===== config.mk =====
export PLATFORM = sky130hd
export DESIGN_NAME = prime_generator
export DESIGN_NICKNAME = d
export VERILOG_FILES = /design/src/rtl/prime_gen_pkg.sv /design/src/rtl/prime_generator_divider.sv /design/src/rtl/prime_generator.sv
export SDC_FILE = /design/constraint.sdc
export NUM_CORES = 1
export LEC_CHECK = 0
export ABC_AREA = 1
export CAP_MARGIN = 25
export CORE_ASPECT_RATIO = 1.25
export CORE_UTILIZATION = 55
export DETAILED_ROUTE_END_ITERATION = 16
export GPL_TIMING_DRIVEN = 0
export PLACE_DENSITY = 0.75
export SLEW_MARGIN = 20
export SYNTH_ARGS = -nofsm -noshare
export SYNTH_HDL_FRONTEND = slang
export SYNTH_SLANG_ARGS = --single-unit

===== constraint.sdc =====
create_clock -name clk -period 2.4 [get_ports clk]
set_input_delay 0.48 -clock clk [delete_from_list [all_inputs] [get_ports clk]]
set_output_delay 0.48 -clock clk [all_outputs]
set_load 0.02 [all_outputs]

===== src/rtl/prime_gen_pkg.sv =====
// prime_gen_pkg: shared types and constants for the prime generator.
// Optional macro PRIME_SKIP_EVEN_EN: odd-only candidates and divisors.
package prime_gen_pkg;

  localparam int W_DEF = 8;

  typedef enum logic [2:0] {
    IDLE,
    LOAD,
    CHECK,
    REM,
    EMIT,
    FIN
  } state_t;

`ifdef PRIME_SKIP_EVEN_EN
  localparam int CAND_STEP = 2;
  localparam int DIV_INIT  = 3;
  localparam int DIV_STEP  = 2;
  localparam int SQ_INIT   = 9;
  localparam int SQ_MUL    = 4;
  localparam int SQ_ADD    = 4;
`else
  localparam int CAND_STEP = 1;
  localparam int DIV_INIT  = 2;
  localparam int DIV_STEP  = 1;
  localparam int SQ_INIT   = 4;
  localparam int SQ_MUL    = 2;
  localparam int SQ_ADD    = 1;
`endif

endpackage


===== src/rtl/prime_generator_divider.sv =====
// trial_divider: remainder = dividend mod divisor by repeated subtraction.
// Ports: clk, rst, start (pulse), dividend, divisor, remainder, done (pulse).
module trial_divider
  import prime_gen_pkg::*;
#(
  parameter int W = W_DEF
) (
  input  logic         clk,
  input  logic         rst,
  input  logic         start,
  input  logic [W-1:0] dividend,
  input  logic [W-1:0] divisor,
  output logic [W-1:0] remainder,
  output logic         done
);

  logic         run;
  logic [W-1:0] den;

  always_ff @(posedge clk or posedge rst) begin
    if (rst) begin
      run       <= 1'b0;
      den       <= '0;
      remainder <= '0;
      done      <= 1'b0;
    end else begin
      done <= 1'b0;
      if (start) begin
        remainder <= dividend;
        den       <= divisor;
        run       <= 1'b1;
      end else if (run) begin
        if (remainder >= den) begin
          remainder <= remainder - den;
        end else begin
          run  <= 1'b0;
          done <= 1'b1;
        end
      end
    end
  end

endmodule


===== src/rtl/prime_generator.sv =====
// prime_generator: enumerates primes 2..limit on a valid/ready output.
// Ports: clk, rst, start, limit, prime, prime_valid, prime_ready,
// busy, done, count. Macro PRIME_SKIP_EVEN_EN: odd-only stepping.
module prime_generator
  import prime_gen_pkg::*;
#(
  parameter int W = W_DEF
) (
  input  logic         clk,
  input  logic         rst,
  input  logic         start,
  input  logic [W-1:0] limit,
  output logic [W-1:0] prime,
  output logic         prime_valid,
  input  logic         prime_ready,
  output logic         busy,
  output logic         done,
  output logic [W-1:0] count
);

  state_t         state;
  logic [W-1:0]   lim_r;
  logic [W-1:0]   cand;
  logic [W-1:0]   div;
  logic [2*W-1:0] sq;
  logic           div_start;
  logic           div_done;
  logic [W-1:0]   rem;
  logic [W:0]     step;
  logic [W:0]     next_w;
  logic           last;

  trial_divider #(.W(W)) u_div (
    .clk       (clk),
    .rst       (rst),
    .start     (div_start),
    .dividend  (cand),
    .divisor   (div),
    .remainder (rem),
    .done      (div_done)
  );

  // 2 is the only even prime; skip mode moves 2 -> 3 then odd only.
  // A W+1 bit sum catches both the limit and the all-ones stop.
  always_comb begin
    step = (W+1)'(CAND_STEP);
    if (cand == W'(2)) step = (W+1)'(1);
    next_w = {1'b0, cand} + step;
    last   = (cand == lim_r) || (next_w > {1'b0, lim_r});
  end

  always_ff @(posedge clk or posedge rst) begin
    if (rst) begin
      state       <= IDLE;
      lim_r       <= '0;
      cand        <= '0;
      div         <= '0;
      sq          <= '0;
      div_start   <= 1'b0;
      prime       <= '0;
      prime_valid <= 1'b0;
      busy        <= 1'b0;
      done        <= 1'b0;
      count       <= '0;
    end else begin
      div_start <= 1'b0;
      done      <= 1'b0;
      unique case (state)
        IDLE: begin
          if (start) begin
            lim_r <= limit;
            cand  <= W'(2);
            count <= '0;
            busy  <= 1'b1;
            state <= LOAD;
          end
        end
        LOAD: begin
          if (cand > lim_r) begin
            state <= FIN;
            done  <= 1'b1;
            busy  <= 1'b0;
          end else begin
            div   <= W'(DIV_INIT);
            sq    <= (2*W)'(SQ_INIT);
            state <= CHECK;
          end
        end
        CHECK: begin
          if (sq > {{W{1'b0}}, cand}) begin
            prime       <= cand;
            prime_valid <= 1'b1;
            state       <= EMIT;
          end else begin
            div_start <= 1'b1;
            state     <= REM;
          end
        end
        REM: begin
          if (div_done) begin
            if (rem == '0) begin
              if (last) begin
                state <= FIN;
                done  <= 1'b1;
                busy  <= 1'b0;
              end else begin
                cand  <= next_w[W-1:0];
                state <= LOAD;
              end
            end else begin
              // (d+s)^2 = d^2 + 2*s*d + s^2 with s = DIV_STEP
              div   <= div + W'(DIV_STEP);
              sq    <= sq + (2*W)'(SQ_MUL) * {{W{1'b0}}, div}
                          + (2*W)'(SQ_ADD);
              state <= CHECK;
            end
          end
        end
        EMIT: begin
          if (prime_ready) begin
            prime_valid <= 1'b0;
            count       <= count + W'(1);
            if (last) begin
              state <= FIN;
              done  <= 1'b1;
              busy  <= 1'b0;
            end else begin
              cand  <= next_w[W-1:0];
              state <= LOAD;
            end
          end
        end
        FIN: begin
          state <= IDLE;
        end
        default: begin
          state <= IDLE;
        end
      endcase
    end
  end

endmodule


* Word-level counts from Yosys, hierarchy flattened *
Index checks and enable logic that the tools add are counted.

storage, ports and cells
  flip-flop bits (word level) = 81
  logic and storage cells = 109

operators by class
  add/sub/neg operators = 6
  magnitude comparators = 4
  eq/ne operators = 13
  multiplexer cells = 52
  reduce and logical (&&, ||, !) cells = 19

operators by type and width
  operator                                              number
  2-to-1 mux 8 bit                                      13
  2-to-1 mux 16 bit                                     3
  one-hot mux 16 bit (2 select lines)                   1
  one-hot mux 8 bit (2 select lines)                    2
  one-hot mux 8 bit (3 select lines)                    1
  2-to-1 mux 1 bit                                      21
  2-to-1 mux 3 bit                                      7
  adder 16 x 1 -> 16 bit (second input constant)        1
  adder 16 x 9 -> 16 bit                                1
  adder 8 x 1 -> 8 bit (second input constant)          2
  > comparator 16 x 8 -> 1 bit                          1
  one-hot mux 3 bit (5 select lines)                    1
  inequality test 2 bit (second input constant)         7
  nonzero test 2 bit                                    5
  adder 8 x 1 -> 9 bit (second input constant)          1
  > comparator 9 x 8 -> 1 bit                           1
  AND reduction 3 bit                                   3
  equality test 8 bit                                   1
  >= comparator 8 bit                                   1
  > comparator 8 bit                                    1
  logical NOT 8 bit                                     1
  subtractor 8 bit                                      1
  equality test 3 x 2 -> 1 bit (second input constant)  2
  AND reduction 2 bit                                   3
  13 further kinds                                      13

* Longest topological paths before layout *
Gate-level depths: netlist of the first run.

  depth after elaboration = 7
  mapped depth = 18

* Modules after synthesis *
A second synthesis of the first run with hierarchy kept.

unflattened totals
  cells, all modules = 723
  area, all modules = 5,386.4 um2

modules (own cells, without submodules)
  module           times used  cells each  area each (um2)  sequential area each (um2)
  prime_generator  1           564         4,236.6          1,576.5
  trial_divider    1           159         1,149.9          450.4

* Worst setup path after synthesis of the first run *
No wires, ideal clock.

  path kind = flip-flop to flip-flop
  start = reg cand[0]
  end = reg cand[0]
  library setup time = 0.117 ns
  arrival time = 2.168 ns
  required time = 2.283 ns
  path slack = 0.115 ns
  cell stages (with the launch flop) = 17
  path buffers = 0
  cell sequence = dfrtp_1 nand3_1 nor2_1 nand3_1 nor2_1 xor2_1 inv_1 ha_1 inv_1 nor3_1 nand4_1 nand2_1 nand3_1 nand2_2 nand2_4 nand2_1 nand2_1

between the ends
  word-level cells in the longest chain between the ends = 7
  elaborated cells on any way between the ends = 9
  classes of those cells = add/sub: 1; order compare: 1; eq/ne: 1; mux: 5; reduce/logical: 1

RTL lines
  what                                  RTL line                                        RTL
  start, declared                       prime_generator.sv:23                           logic [W-1:0] cand;
  start signal, assigned                prime_generator.sv:107                          cand <= next_w[W-1:0];
  start signal, assigned                prime_generator.sv:128                          cand <= next_w[W-1:0];
  adder 8 x 1 -> 9 bit                  prime_generator.sv:48                           next_w = {1'b0, cand} + step;
  > comparator 9 x 8 -> 1 bit           prime_generator.sv:49                           last = (cand == lim_r) || (next_w > {1'b0, lim_r});
  logical OR 1 bit                      prime_generator.sv:49
  2-to-1 mux 8 bit *                    prime_generator.sv:102, prime_generator.sv:123
  2-to-1 mux 8 bit                      prime_generator.sv:101                          if (rem == '0) begin
  2-to-1 mux 8 bit                      prime_generator.sv:100                          if (div_done) begin
  one-hot mux 8 bit (3 select lines) *  prime_generator.sv:68                           unique case (state)

Mark *: on every way between the ends. The rest lies on a longest branch, timed or not. The select of a mux whose other input is x is not followed.
A chain may end at the register's enable or synchronous reset.

* Worst setup path in the final report of the first run *
  start = reg cand[1]
  end = reg cand[1]

Same word-level chain as after synthesis.

==> results of run 1 <==
-- worst min path at each step --
stage | endpoint | slack (ps) | cells past startpoint
after floorplan | u_div.den[0]$_DFFE_PP0P_ | 460 | 2
after global placement | count[7]$_DFFE_PP0P_ | 450 | 1
after detailed placement | count[7]$_DFFE_PP0P_ | 460 | 1
after CTS | count[7]$_DFFE_PP0P_ | 470 | 1
after global routing | count[7]$_DFFE_PP0P_ | 490 | 1
final | count[7]$_DFFE_PP0P_ | 470 | 1
-- layout by cell type, fill, tap and decap left out, types with 2 or more instances in the layout --
| cell | n |
|---|---|
| xor2_1 | 13 |
| clkbuf_1 | 4 |
| nor2_4 | 4 |
| clkbuf_8 | 3 |
| nor2_1 | 52 |
| o21ai_0 | 33 |
| nand3_1 | 56 |
| buf_12 | 2 |
| clkdlybuf4s50_1 | 30 |
| nand2_1 | 214 |
| inv_2 | 10 |
| buf_2 | 2 |
| nand3_4 | 4 |
| bufinv_16 | 2 |
| nor2_2 | 5 |
| nand3_2 | 2 |
| buf_4 | 17 |
| xnor2_1 | 5 |
| nor3_1 | 9 |
| inv_1 | 79 |
| or2_2 | 2 |
| o21a_1 | 4 |
| dfrtp_1 | 78 |
| ha_1 | 41 |
| nand2_8 | 2 |
| a21o_1 | 3 |
| clkbuf_16 | 9 |
| o21ai_1 | 26 |
| dfrtp_2 | 3 |
| a21oi_1 | 25 |
| nand4_1 | 13 |
| o21bai_1 | 3 |
| nand2_2 | 9 |
| fa_1 | 2 |
| xor2_2 | 2 |
-- stage by stage --
| stage | setup slack [ps] | total power, mW | hold slack (ps) | utilization |
|---|---|---|---|---|
| floorplan | 115 | 1.41 | 457 | - |
| global placement | -283 | 1.44 | 453 | 0.625 |
| detailed placement | -357 | 1.45 | 463 | 0.629 |
| CTS | -48.5 | 2.99 | 474 | 0.680 |
| global route | -196 | 3.04 | 488 | 0.693 |
| finish | -43.2 | 2.97 | 470 | 0.693 |
-- synth_stat cells, drive strengths merged (2+ instances only) --
master	instances	area (µm²)
o21ai	59	295
a21oi	26	130
buf	6	40.0
nor2	61	254
ha	43	538
inv	90	338
nand3	62	315
or2	3	18.8
clkbuf	4	15.0
fa	2	40.0
nor3	11	66.3
nand4	14	93.8
o21a	4	30.0
a21o	3	22.5
xor2	15	131
o21bai	3	22.5
dfrtp	81	2030
xnor2	5	43.8
nand2	226	873
-- report_power, final --
part | leakage (nW) | total (mW) | internal, mW | switching (mW)
Sequential | 1.06 | 1.37 | 1.37 | 0
Combinational | 2.08 | 0.0547 | 0.0227 | 0.0319
Clock | 0.169 | 1.55 | 0.996 | 0.550
-- sequential cells by signal, summed over array words and instances (netlist names), 8 cells and up --
name	flops
cand	8
count	8
div	8
lim_r	8
prime	8
sq	16
u_div.den	8
u_div.remainder	8
-- critical path: stages, from the launching register on --
cell     delay [ps]
dfrtp_2         430
nand3_4         100
nor2_4          110
nand3_2          80
nor2_2          100
xor2_1          240
inv_1           120
ha_4            280
inv_2            40
nor3_2          110
nand4_1         130
nand2_2         140
nand3_4         100
nand2_8         110
nand2_8          80
nand2_2          90
nand2_1          50
-- per-layer routing --
| layer | GRT usage | vias up | share of wire |
|---|---|---|---|
| met5 | 0 | - | 0 |
| met4 | 0.172 | 0 | 0.046 |
| li1 | - | 2461 | - |
| met3 | 0.0359 | 48 | 0.034 |
| met2 | 0.495 | 127 | 0.51 |
| met1 | 0.312 | 2310 | 0.40 |
-- what timing repair did --
action	CTS	global route
resized for setup	15	18
pin swaps	11	6
endpoints found under the setup margin	11	19
setup buffers	12	1
hold endpoints to repair	0	0
-- kinds of logic after synthesis --
kind of cell	count (synthesis)	synth area share
and+or+nand+nor	379	0.307
buffers and inverters	101	0.0743
AOI/OAI and AO/OA	98	0.0980
DFF	81	0.380
xor gates and xnor gates	20	0.0328
adders and majority gates	45	0.108
-- final cells by class --
type,count,share of cell area
clock buffer,12,0.0415
timing repair buffer,45,0.0682
clock inverter,4,0.0115
buffer,10,0.00857
tap,123,0.0240
inverter,91,0.0538
sequential,81,0.316
multi-input combinational,542,0.476
==> qor.yml, run 1 <==
placed_cell_area_mm2: 0.00583
crit-reg2reg-launch: "cand[1]$_DFFE_PP0P_"
ant_nets: 0
slew_violations: 0
ys_seq_area_frac: 0.380
netlist_area_mm2: 0.00534
cp_max_fo: 8
fmax_mhz: 409
netlist_instances: 724
worst_slack_ps: -43.2
dp_cells: 879
max_cap_viol_count: 0
finalWeightedCongestion: 0.948
clock_latency_ps: 340
dp_hpwl_um: 9800
ir_drop_v: 0.000301
finalNonFillerCells: 908
synth_edf_count: 0
antenna_found_initial: 0
async_reset_ff_frac: 1.00
cp-start-kind: "flop"
ctsLongestPathBuffers: 2
grt_pass1_wl_um: 22500
critPathLaunch: "cand[1]$_DFFE_PP0P_"
min_period_over_period: 1.02
io_buffers: 30
hold_buffers: 0
dr.pass1.iters: 6
violations: "negative setup slack"
worstSetupEndpointType: "flop"
drc: 0
grt_overflow_total: 0
arrival_ps: 2670
drt-total-wl_um: 13400
reg2regPathDepth: 16
drtIter0Drc: 235
design_area_mm2: 0.00642
viasPerCell: 5.45
hp-class: "flop to flop"
avgSynthCellArea_um2: 7.37
ys_warn_count: 0
synth.distinct_cells: 36
die_w_um: 90.1
multiInputGateArea_mm2: 0.00306
h-tree-depth: 3
ff_latch_area_mm2: 0.00203
ys_ff_latch: 81
first_global_vias: 5007
setup_violations: 10
finClkSkew_ps: 7.83
start_util: 0.575
cts_buffers: 9
crit_type: "flop to flop"
cts_tree: "yes"
cp.required_ps: 2630
powerDensity_mw_per_mm2: 462
nFillCells: 735
hold_start: "count[7]$_DFFE_PP0P_"
hold_viol: 0
drive_above_1_share: 0.112
vias: 4946
synth_ff_type: "dfrtp_1"
synth_nets: 781
r2r_slack_ps: -40
cts_root_buffer: "clkbuf_16"
coreArea_mm2: 0.00927
maxSlewHeadroom: 0.645
worstSetupEndpoint: "cand[1]$_DFFE_PP0P_"
worstMarginPinSlew_ps: 532
die_y_um: 112
die_area_mm2: 0.0101
clk_pin_slew_ps: 60
wl_per_cell_um: 14.8
io_pins: 31
finalSetupTns_ps: -268
rsz0062_at_grt: "yes"
period_minus_slack_ps: 2440
grtUsageTotal: 0.277
areaGrowthSynthToFinish_pct: 20.4
rows: 39
cts_sinks: 81
num-nets-final: 837
insertedDiodeCount: 0
leakagePower_nw: 3.31
grt_max_degree: 35
r2r-end: "cand[1]$_DFFE_PP0P_"
outcome: "finished with violations"
Note: power is estimated with default switching activity, not from simulation.
==> run 2, diff against run 1 <==
- CORE_UTILIZATION: 55 -> 35
- CTS_CLUSTER_SIZE: unset -> 30
- PLACE_DENSITY: 0.75 -> 0.51
==> run 2 against run 1 <==
Net effect: the run still ends with negative setup slack left; fmax up 0.88%; combinational power is essentially flat; largest power group unchanged; sequential cell count is the same; hold slack gained 6.1 ps; highest routed layer unchanged; critical path depth down 2; utilization down 26 points.
==> qor.yml, run 2 (same netlist as run 1, synthesis figures left out) <==
regMostFlops: "sq"  # unchanged
worst_slack_ps: -21.9  # was -43.2 ps
clk_pin_slew_ps: 60  # about the same
start_util: 0.357  # was 0.575
cp.required_ps: 2640  # was 2630 ps
rows: 50  # was 39
p_total_mw: 2.87  # was 2.97 mW
crit_chain: "ha_2 -> nand3_2 -> nor2_4 -> xor2_2 -> ha_1 -> a21o_1 -> a21oi_1 -> nand2_1 -> nand2_2 -> nand3_4 -> nand2_8 -> nand2_8 -> nand2_2 -> nand2_1"  # was nand3_4 -> nor2_4 -> nand3_2 -> nor2_2 -> xor2_1 -> inv_1 -> ha_4 -> inv_2 -> nor3_2 -> nand4_1 -> nand2_2 -> nand3_4 -> nand2_8 -> nand2_8 -> nand2_2 -> nand2_1
wl_per_cell_um: 14.1  # was 14.8 µm
dr.pass1.iters: 4  # was 6
viasPerCell: 4.96  # was 5.45
grtUsageTotal: 0.188  # was 0.277
drive_above_1_share: 0.123  # was 0.112
dp_hpwl_um: 10500  # was 9800 µm
dp_cells: 938  # was 879
areaGrowthSynthToFinish_pct: 21.7  # was 20.4%
drtIter0Drc: 201  # was 235
finalSetupTns_ps: -76.6  # was -268 ps
min_period_over_period: 1.01  # was 1.02
slew_violations: 0  # unchanged
die_area_mm2: 0.0157  # was 0.0101 mm²
first_global_vias: 4891  # was 5007
grt_max_degree: 33  # was 35
max_stage_delay_ps: 420  # was 430 ps
cp_max_fo: 8  # unchanged
netSwitchingFraction: 0.216  # was 0.196
violations: "negative setup slack"  # unchanged
die_y_um: 140  # was 112 µm
outcome: "finished with violations"  # unchanged
drc: 0  # unchanged
layout_common_cells: "nand2_1 (211), inv_1 (79), dfrtp_1 (77)"  # was nand2_1 (214), inv_1 (79), dfrtp_1 (78)
h-tree-depth: 3  # unchanged
finalNonFillerCells: 973  # was 908
cts_root_buffer: "clkbuf_16"  # unchanged
worstSetupEndpointType: "flop"  # unchanged
p_switching_mw: 0.621  # was 0.582 mW
crit_family: "simple AND/OR/NAND/NOR gates"  # unchanged
design_area_mm2: 0.00649  # was 0.00642 mm²
clkPwrFrac: 0.505  # was 0.521
max_cap_viol_count: 0  # unchanged
hold_viol: 0  # unchanged
ant_nets: 0  # unchanged
leakagePower_nw: 3.32  # was 3.31 nW
final_common_cell: "nand2_1"  # unchanged
internal_power_mw: 2.25  # was 2.38 mW
antenna_found_initial: 0  # unchanged
cp_num_buf_inv: 0  # was 2
dp_slack_ps: -437  # was -357 ps
die_w_um: 112  # was 90.1 µm
largest_reg_flops: 16  # unchanged
arrival_ps: 2660  # was 2670 ps
fmax_mhz: 413  # was 409 MHz
rsz0062_at_grt: "yes"  # unchanged
placed_cell_area_mm2: 0.00591  # was 0.00583 mm²
worstMarginPinSlew_ps: 542  # was 532 ps
ir_drop_v: 0.000252  # was 0.000301 V
cp-start-kind: "flop"  # unchanged
powerDensity_mw_per_mm2: 442  # was 462 mW/mm²
ctsLongestPathBuffers: 2  # unchanged
vias: 4824  # was 4946
clock_latency_ps: 360  # was 340 ps
sequentialPowerShare: 0.476  # was 0.460
cts_tree: "yes"  # unchanged
coreArea_mm2: 0.0150  # was 0.00927 mm²
crit_type: "flop to flop"  # unchanged
grt_overflow_total: 0  # unchanged
maxSlewHeadroom: 0.637  # was 0.645
hp-class: "flop to flop"  # unchanged
cts_sinks: 81  # unchanged
crit_slowest_cell: "dfrtp_2"  # unchanged
setup_violations: 7  # was 10
combPwrFrac: 0.019  # was 0.018
hold_buffers: 0  # unchanged
grt_pass1_wl_um: 23300  # was 22500 µm
num-nets-final: 843  # was 837
drt-total-wl_um: 13700  # was 13400 µm
io_buffers: 30  # unchanged
io_pins: 31  # unchanged
cts_buffers: 9  # unchanged
finClkSkew_ps: 9.87  # was 7.83 ps
insertedDiodeCount: 0  # unchanged
finalWeightedCongestion: 0.856  # was 0.948
period_minus_slack_ps: 2420  # was 2440 ps
[run 2: cell count changes in the layout (fill, tap and decap cells not counted), sizes merged]
cell	previous run	this run
buf	21	26
clkinv	3	5
bufinv	2	1
clkbuf	16	15
nand2	226	227
[run 2: repair_timing]
action,4_1_cts,5_1_grt
pin swaps,12,9
gates cloned,1,0
resized for setup,19,15
endpoints found under the setup margin,11,19
buffers inserted,16,2
[run 2: cell type report]
| type | instances | area, µm² |
|---|---|---|
| buffer | 10 | 55.1 |
| clock buffer | 11 | 253 |
| clock inverter | 5 | 53.8 |
| fill | 1519 | 8460 |
| inverter | 91 | 345 |
| multi-input combinational | 543 | 3050 |
| sequential | 81 | 2030 |
| tap | 182 | 228 |
| timing repair buffer | 50 | 475 |
[run 2: per-layer routing]
layer / part of all wire / wire length [µm] / vias up / global-route usage
met5: 0 / 0 / - / 0
met1: 0.43 / 5900 / 2274 / 0.210
met4: 0.018 / 254 / 0 / 0.0898
met3: 0.025 / 338 / 18 / 0.0273
met2: 0.53 / 7240 / 65 / 0.350
li1: - / - / 2467 / -
[run 2: final timing paths]
check | start | to | slack (ps) | cells past startpoint
max | cand[1]$_DFFE_PP0P_ | cand[1]$_DFFE_PP0P_ | -20 | 14
min | busy$_DFFE_PP0P_ | busy$_DFFE_PP0P_ | 480 | 2
max reg2reg | cand[1]$_DFFE_PP0P_ | cand[1]$_DFFE_PP0P_ | -20 | 14
min reg2reg | busy$_DFFE_PP0P_ | busy$_DFFE_PP0P_ | 480 | 2
max in group asynchronous | rst | sq[9]$_DFFE_PP0P_ | 1120 | 4
min in group asynchronous | rst | count[5]$_DFFE_PP0P_ | 520 | 2
[run 2: tightest hold or removal path, cell delays in order, from the launching register on]
cell,delay (ps)
dfrtp_1,350
nand2_1,50
nand2_1,40
[run 2: per-stage QoR]
stage	util	hold WS [ps]
finish	0.434	476
global route	0.434	500
CTS	0.429	479
detailed placement	0.395	466
global placement	0.392	459
floorplan	-	457
[run 2: power by group through the flow]
stage          Sequential (mW)  Combinational (mW)  Clock (mW)
2_1_floorplan             1.39              0.0210           0
3_3_place_gp              1.39              0.0494           0
3_5_place_dp              1.39              0.0576           0
4_1_cts                   1.36              0.0581        1.48
5_1_grt                   1.36              0.0629        1.53
6_report                  1.37              0.0548        1.45
==> run 3, diff against run 2 <==
- CORE_ASPECT_RATIO: 1.25 -> 1.4
==> run 3 against run 2 <==
Net effect: clock power is essentially flat; the flow now finishes without violations; clock skew grew 1.8 ps; critical path type unchanged; combinational power grew 11%; cell area grew 1.0%; first-iteration DRC count shrank 16%; power shrank 0.28%; non-clock buffer count grew 3.
==> qor.yml, run 3 (same netlist as run 1, synthesis figures left out) <==
crit_chain: "ha_4 -> nand3_2 -> nor2_4 -> xor2_2 -> ha_1 -> a21o_1 -> a21oi_1 -> nand2_1 -> nand2_2 -> nand3_4 -> nand2_8 -> nand2_8 -> nand2_2 -> nand2_2"  # was ha_2 -> nand3_2 -> nor2_4 -> xor2_2 -> ha_1 -> a21o_1 -> a21oi_1 -> nand2_1 -> nand2_2 -> nand3_4 -> nand2_8 -> nand2_8 -> nand2_2 -> nand2_1
drc: 0  # unchanged
rsz0062_at_grt: "yes"  # unchanged
dp_cells: 949  # was 938
grt_max_degree: 33  # unchanged
viasPerCell: 4.96  # about the same
r2r_slack_ps: 20  # was -20 ps
worst_slack_ps: 24.5  # was -21.9 ps
grt_overflow_total: 0  # unchanged
fmax_mhz: 421  # was 413 MHz
dp_slack_ps: -447  # was -437 ps
leakagePower_nw: 3.34  # was 3.32 nW
die_w_um: 106  # was 112 µm
powerDensity_mw_per_mm2: 436  # was 442 mW/mm²
io_buffers: 30  # unchanged
period_minus_slack_ps: 2380  # was 2420 ps
insertedDiodeCount: 0  # unchanged
wl_per_cell_um: 14.6  # was 14.1 µm
max_cap_viol_count: 0  # unchanged
setup_violations: 0  # was 7
coreArea_mm2: 0.0150  # about the same
cts_sinks: 81  # unchanged
cts_tree: "yes"  # unchanged
dp_hpwl_um: 11000  # was 10500 µm
die_area_mm2: 0.0157  # about the same
antenna_found_initial: 0  # unchanged
grtUsageTotal: 0.199  # was 0.188
drt-total-wl_um: 14400  # was 13700 µm
dr.pass1.iters: 4  # unchanged
rows: 53  # was 50
hp-class: "input port to asynchronous set/reset pin"  # was flop to flop
outcome: "finished, final reports clean"  # was finished with violations
crit_path_frequent_cell: "nand2_2"
regMostFlops: "sq"  # unchanged
start_util: 0.356  # was 0.357
cp_num_buf_inv: 0  # unchanged
slew_violations: 0  # unchanged
grt_pass1_wl_um: 24500  # was 23300 µm
final_common_cell: "nand2_1"  # unchanged
crit_family: "simple AND/OR/NAND/NOR gates"  # unchanged
finalNonFillerCells: 986  # was 973
design_area_mm2: 0.00656  # was 0.00649 mm²
vias: 4889  # was 4824
cp_max_fo: 8  # unchanged
cts_buffers: 9  # unchanged
drtIter0Drc: 169  # was 201
ctsLongestPathBuffers: 2  # unchanged
clock_latency_ps: 350  # was 360 ps
cts_root_buffer: "clkbuf_16"  # unchanged
die_y_um: 148  # was 140 µm
worstMarginPinSlew_ps: 576  # was 542 ps
worstSetupEndpointType: "flop"  # unchanged
layout_common_cells: "nand2_1 (213), inv_1 (78), dfrtp_1 (78)"  # was nand2_1 (211), inv_1 (79), dfrtp_1 (77)
cp-start-kind: "flop"  # unchanged
finalWeightedCongestion: 0.873  # was 0.856
clk_pin_slew_ps: 70  # was 60 ps
first_global_vias: 5162  # was 4891
io_pins: 31  # unchanged
crit_slowest_cell: "dfrtp_2"  # unchanged
placed_cell_area_mm2: 0.00595  # was 0.00591 mm²
hold_viol: 0  # unchanged
drive_above_1_share: 0.123  # about the same
areaGrowthSynthToFinish_pct: 23.0  # was 21.7%
finClkSkew_ps: 11.6  # was 9.87 ps
maxSlewHeadroom: 0.615  # was 0.637
max_stage_delay_ps: 450  # was 420 ps
largest_reg_flops: 16  # unchanged
cp.required_ps: 2640  # about the same
arrival_ps: 2620  # was 2660 ps
ir_drop_v: 0.000290  # was 0.000252 V
ant_nets: 0  # unchanged
num-nets-final: 846  # was 843
min_period_over_period: 0.990  # was 1.01
h-tree-depth: 3  # unchanged
crit_type: "flop to flop"  # unchanged
final_util: 0.438  # was 0.434
[run 3: changes by cell type in the layout (fill, tap and decap cells not counted), sizes merged]
cell / before / now
buf: 26 / 29
clkinvlp: 1 / 2
clkbuf: 15 / 13
inv: 89 / 91
clkinv: 5 / 4
[run 3: stage by stage]
step	power, mW	TNS (ps)	hold WS, ps
after floorplan	1.41	0	457
after detailed placement	1.45	-4040	467
after global placement	1.44	-4340	455
after global routing	2.95	-891	402
final	2.86	0	395
after CTS	2.90	-489	391
[run 3: final cells by class]
class | count | area, µm²
Buffer | 10 | 55.1
Clock buffer | 9 | 225
Clock inverter | 7 | 77.6
Fill cell | 1505 | 8430
Inverter | 91 | 345
Multi-Input combinational cell | 543 | 3070
Sequential cell | 81 | 2030
Tap cell | 192 | 240
Timing Repair Buffer | 53 | 518
[run 3: timing repair]
item	in CTS	in global routing
setup endpoints to repair	11	22
cloned	1	0
pin swaps	10	8
hold buffers	0	0
resized for setup	24	10
setup buffers	19	1
endpoints found under the hold margin	0	0
[run 3: final timing paths]
kind,to,from,cells after the start
setup / recovery,cand[5]$_DFFE_PP0P_,cand[1]$_DFFE_PP0P_,14
hold / removal,u_div.remainder[6]$_DFFE_PP0P_,rst,2
min in group clk,count[7]$_DFFE_PP0P_,count[7]$_DFFE_PP0P_,1
hold reg to reg,count[7]$_DFFE_PP0P_,count[7]$_DFFE_PP0P_,1
max in group asynchronous,cand[1]$_DFFE_PP0P_,rst,4
setup reg to reg,cand[5]$_DFFE_PP0P_,cand[1]$_DFFE_PP0P_,14
[run 3: metal layers]
layer  vias to the layer above  GRT usage  wire length, µm  share of wire
met5                         -          0                0              0
met4                         0     0.0951              483          0.034
met3                        28     0.0285              323          0.022
met2                        69      0.384             7910           0.55
met1                      2311      0.207             5700           0.40
li1                       2481          -                -              -
[run 3: where the power goes]
part	internal (mW)	leakage, nW	switching (mW)	total (mW)
Combinational	0.0273	2.13	0.0334	0.0607
Clock	0.816	0.146	0.619	1.43
Sequential	1.36	1.06	0	1.36
Total	2.21	3.34	0.652	2.86
[run 3: worst reg2reg max path: cells and delay by family (launching register included)]
family	cells	cell delay (ps)
adder cells (fa/ha/maj)	2	430
XOR/XNOR	1	170
flip-flops	1	450
AO/OA/AOI/OAI	2	310
AND/OR/NAND/NOR	9	890
